$ cat config.mk
export PLATFORM = sky130hd
export DESIGN_NAME = multiplier_controller_taint_track_1bit
export DESIGN_NICKNAME = d
export VERILOG_FILES = /design/src/rtl/multiplier_controller_taint_track_1bit_pkg.sv /design/src/rtl/multiplier_controller_taint_track_1bit.sv
export SDC_FILE = /design/constraint.sdc
export NUM_CORES = 1
export LEC_CHECK = 0
export ABC_AREA = 1
export BUFFER_PORTS_ARGS = -buffer_cell sky130_fd_sc_hd__buf_2
export CELL_PAD_IN_SITES_DETAIL_PLACEMENT = 1
export CELL_PAD_IN_SITES_GLOBAL_PLACEMENT = 1
export CORE_UTILIZATION = 35
export DETAILED_ROUTE_END_ITERATION = 6
export GPL_ROUTABILITY_DRIVEN = 0
export PLACE_DENSITY = 0.87
export SYNTH_ARGS = -nofsm -noshare
export SYNTH_HDL_FRONTEND = slang
export SYNTH_SLANG_ARGS = --single-unit
$ cat constraint.sdc
create_clock -name clk -period 4.8 [get_ports clk]
set_clock_uncertainty 0.2 [all_clocks]
set_input_delay 0.24 -clock clk [delete_from_list [all_inputs] [get_ports clk]]
set_output_delay 0.24 -clock clk [all_outputs]
set_load 0.05 [all_outputs]
$ cat src/rtl/multiplier_controller_taint_track_1bit_pkg.sv
// Shared types for the shift-add multiplier controller: state encoding and strobe decode.
package mult_ctrl_pkg;

  localparam int STATE_W = 3;

  typedef enum logic [STATE_W-1:0] {
    S_IDLE  = 3'd0,
    S_LOAD  = 3'd1,
    S_CHECK = 3'd2,
    S_ADD   = 3'd3,
    S_SHIFT = 3'd4,
    S_DONE  = 3'd5
  } state_e;

  typedef struct packed {
    logic mdld;
    logic mrld;
    logic rsclear;
    logic rsload;
    logic rsshr;
    logic done;
  } strobe_t;

  // One strobe group per state; rsload and rsshr live in different states.
  function automatic strobe_t decode_strobes(input state_e s);
    strobe_t st;
    st = '0;
    case (s)
      S_LOAD: begin
        st.mdld    = 1'b1;
        st.mrld    = 1'b1;
        st.rsclear = 1'b1;
      end
      S_ADD:   st.rsload = 1'b1;
      S_SHIFT: st.rsshr  = 1'b1;
      S_DONE:  st.done   = 1'b1;
      default: st = '0;
    endcase
    return st;
  endfunction

endpackage

$ cat src/rtl/multiplier_controller_taint_track_1bit.sv
// Shift-add multiplier control FSM with a single taint bit on every control output.
// Latency: done 1+2*WIDTH+popcount(multiplier) edges after start is accepted; no backpressure, start ignored while busy.
// MULT_CTRL_TAINT_STICKY_EN: taint accumulates across operations until reset instead of per operation.
module multiplier_controller_taint_track_1bit
  import mult_ctrl_pkg::*;
#(
  parameter int WIDTH = 4
) (
  input  logic             clk,
  input  logic             rst_n,
  input  logic             start,
  input  logic             start_t,
  input  logic [WIDTH-1:0] multiplierReg,
  input  logic             multiplierReg_t,
  output logic             mdld,
  output logic             mrld,
  output logic             rsclear,
  output logic             rsload,
  output logic             rsshr,
  output logic             mdld_t,
  output logic             mrld_t,
  output logic             rsclear_t,
  output logic             rsload_t,
  output logic             rsshr_t,
  output logic             busy,
  output logic             done,
  output logic             done_t
);

  localparam int CNT_W = $clog2(WIDTH) + 1;

  state_e           state_q, state_d;
  logic [CNT_W-1:0] count_q, count_d;
  logic             taint_q, taint_d;
  logic             bit_sel;
  logic             idx_ok;
  strobe_t          stb;
  logic             taint_out;

  always_ff @(posedge clk or negedge rst_n) begin
    if (!rst_n) begin
      state_q <= S_IDLE;
      count_q <= '0;
      taint_q <= 1'b0;
    end else begin
      state_q <= state_d;
      count_q <= count_d;
      taint_q <= taint_d;
    end
  end

  // Select multiplierReg[count] without an over-wide index.
  always_comb begin
    bit_sel = 1'b0;
    idx_ok  = 1'b0;
    for (int i = 0; i < WIDTH; i++) begin
      if (count_q == CNT_W'(i)) begin
        bit_sel = multiplierReg[i];
        idx_ok  = 1'b1;
      end
    end
  end

  always_comb begin
    state_d = state_q;
    count_d = count_q;
    taint_d = taint_q;
    case (state_q)
      S_IDLE: begin
        if (start) begin
          state_d = S_LOAD;
          count_d = '0;
`ifdef MULT_CTRL_TAINT_STICKY_EN
          taint_d = taint_q | start_t;
`else
          taint_d = start_t;
`endif
        end
      end
      S_LOAD: state_d = S_CHECK;
      S_CHECK: begin
        // Branch timing depends on the multiplier value, so its taint enters here.
        taint_d = taint_q | multiplierReg_t;
        if (!idx_ok)      state_d = S_IDLE;
        else if (bit_sel) state_d = S_ADD;
        else              state_d = S_SHIFT;
      end
      S_ADD: state_d = S_SHIFT;
      S_SHIFT: begin
        count_d = count_q + CNT_W'(1);
        state_d = (count_q == CNT_W'(WIDTH - 1)) ? S_DONE : S_CHECK;
      end
      S_DONE:  state_d = S_IDLE;
      default: state_d = S_IDLE;
    endcase
  end

  assign stb       = decode_strobes(state_q);
  assign busy      = (state_q != S_IDLE);
  assign taint_out = busy & taint_q;

  assign mdld      = stb.mdld;
  assign mrld      = stb.mrld;
  assign rsclear   = stb.rsclear;
  assign rsload    = stb.rsload;
  assign rsshr     = stb.rsshr;
  assign done      = stb.done;

  assign mdld_t    = taint_out;
  assign mrld_t    = taint_out;
  assign rsclear_t = taint_out;
  assign rsload_t  = taint_out;
  assign rsshr_t   = taint_out;
  assign done_t    = taint_out;

endmodule

==> results by group <==
Status
  – Outcome: finished, final reports clean

Cells and area
  – Nets: 111
  – Layout Area Growth over Synthesis: 18.4%
  – Layout cell share with drive strength beyond 1: 42.7%
  – Util after Layout: 45.5%
  – Antenna Cells: 0

Route
  – ANT nets after route: 0
  – Initial DRC count: 5
  – Vias per cell: 4.70
  – Routed wire length: 1.47 mm
  – DR vias: 526
  – Drt wl/cell: 13.2 um
  – DRC Markers: 0
  – DRT Pass-1 Iters: 3

Setup path
  – Arr. time, crit path: 1.47 ns
  – Setup CP Type: reg2out
  – Worst reg2reg path depth: 8
  – Startpoint types: flop
  – FF-to-FF Start: count_q[0]
  – Worst setup EP type: output pin
  – R2r endpoint: state_q[1]
  – Worst-path fanout max: 6
  – Slack of the worst reg-to-reg path: 3.14 ns
  – Req. time, crit path: around 4.4 ns

GRT
  – Total congestion overflow: 0
  – Initial antenna violation count: 0
  – Largest net degree at the start of global routing: 8
  – Global-route wire length before repair: 2.48 mm
  – Global-route usage over all layers: 18.3%
  – Vias in the first global route: 596

Clocking
  – Worst-path clk slew: around 0.06 ns
  – CTS tree: built
  – Num CTS Buffers: 3
  – Insertion delay to the later sink of the worst-skew pair: approximately 0.26 ns
  – Clock sink count: 7
  – CTS Root Cell: clkbuf_4
  – CTS Buffer Depth: 2
  – H-Tree Depth: 1
  – Post-CTS sizing: 0

Worst hold path
  – Worst Hold Class: in2reg
  – Hold EP: taint_q
  – Worst hold start: start_t
  – Worst Hold Path Cells: 3

Place
  – Port Buf Inserts: 21
  – Post-DP HPWL: 1.22 mm

Yosys
  – Mean Syn Cell Area: 7.70 um^2
  – YS warnings: 0
  – Cells after synthesis: 77
  – Mapped cell area: 593 um^2
  – Syn Nets: 91
  – Synthesized flop and latch total: 7
  – Synth cell types: 22
  – Register area share after synthesis: 29.5%

Timing
  – Fmax: about 520 MHz
  – Min Tclk post-route: 1.91 ns
  – Hold slack final: 0.00533 ns
  – Final setup fails: 0
  – Final Max Slew Viols: 0
  – Slew @ Worst Pin: 0.335 ns
  – Slew HR: 77.5%
  – Final count of hold timing violations: 0
  – Fin Setup TNS: 0 ns
  – Fin crit share: 39.9%
  – RSZ-0062 raised after global routing: false

Floorplanning
  – Die Width: 43.2 um
  – Starting Density: 38.5%
  – Site Rows: 14
  – Die Footprint: between 1500 and 2000 um^2
  – Die Y: between 40 and 50 um
  – Ports: 22
  – Placeable Area: between 1500 and 2000 um^2

Job
  – Max cap viols: 0
==> Yosys cell counts <==
cell,count,area [um^2]
nand2_1,15,56.3
nor2_1,3,11.3
a21oi_2,1,8.76
buf_4,7,52.6
nor2_2,1,6.26
or2_1,1,6.26
o22ai_2,1,12.5
nand3_1,3,15.0
o21ai_0,1,5.00
o21ai_2,2,17.5
ha_1,5,62.6
nor2_4,3,33.8
a21oi_1,1,5.00
nand3_2,1,10.0
nor3_1,3,15.0
nor3_2,1,10.0
inv_2,6,22.5
inv_1,11,41.3
nand2_2,1,6.26
o21ai_1,1,5.00
nand3b_1,2,15.0
dfrtp_1,7,175
==> metal layers <==
| layer | part of all wire, % | vias to the layer above | track usage [%] | wire [um] |
|---|---|---|---|---|
| li1 | - | 267 | - | - |
| met1 | 39 | 248 | 19.8 | 569 |
| met2 | 58 | 11 | 34.9 | 849 |
| met3 | 3.7 | 0 | 3.83 | 54 |
| met4 | 0 | 0 | 4.85 | 0 |
| met5 | 0 | - | 0 | 0 |
==> flip-flops by register name, indices dropped and copies added, names as in the netlist <==
signal and cells:
taint_q 1, count_q 3, state_q 3
==> how the worst max path moves through the flow <==
stage,from,cells after the start,to
3_3_place_gp,state_q[2],5,mdld_t
2_1_floorplan,state_q[2],2,mrld
5_1_grt,state_q[2],5,done_t
4_1_cts,state_q[1],5,rsclear_t
3_5_place_dp,count_q[0],8,state_q[1]
6_report,state_q[2],5,rsclear_t
==> critical path, cell delays in order (launching register included) <==
cell and delay [ns]:
dfrtp_1 0.41, inv_2 0.10, nand2_2 0.12, inv_1 0.05
nor2_1 0.22, buf_2 0.32
==> layout make-up <==
type | instances | area [um^2]
fill | 218 | 840
multi-input combinational | 46 | 302
sequential | 7 | 175
timing repair buffer | 22 | 115
inverter | 17 | 63.8
clock buffer | 4 | 26.3
tap | 16 | 20.0
==> layout by cell type, fill, tap and decap left out, drive strengths merged <==
cell type    count
buf             21
inv             17
nand2           16
dfrtp            7
nor2             7
ha               5
nor3             4
nand3            4
clkbuf           4
o21ai            4
nand3b           2
a21oi            2
or2              1
o22ai            1
dlygate4sd3      1
==> metrics by stage <==
| step | cell area (um^2) | worst slack, ns | std cells |
|---|---|---|---|
| CTS | 702 | 2.86 | 112 |
| global placement | 666 | 3.21 | 107 |
| detailed placement | 666 | 3.15 | 107 |
| global route | 702 | 2.73 | 112 |
| finish | 702 | 2.89 | 112 |
| floorplan | 593 | 2.34 | 77 |
==> cells by family after synthesis <==
kind of cell | count (synthesis) | share of synthesized area [%]
flip-flops | 7 | 29.5
AND/OR/NAND/NOR | 34 | 31.2
adder cells (fa/ha/maj) | 5 | 10.5
AO/OA/AOI/OAI | 7 | 9.07
buffers and inverters | 24 | 19.6
==> what timing repair did <==
item,in CTS,in global routing
hold endpoints to repair,7,0
setup buffers,0,0
setup endpoints to repair,0,0
hold buffers,1,0
Power is left out: the tool's default activity adds up to more than one toggle a clock period on the data nets, which glitch-free logic cannot reach.
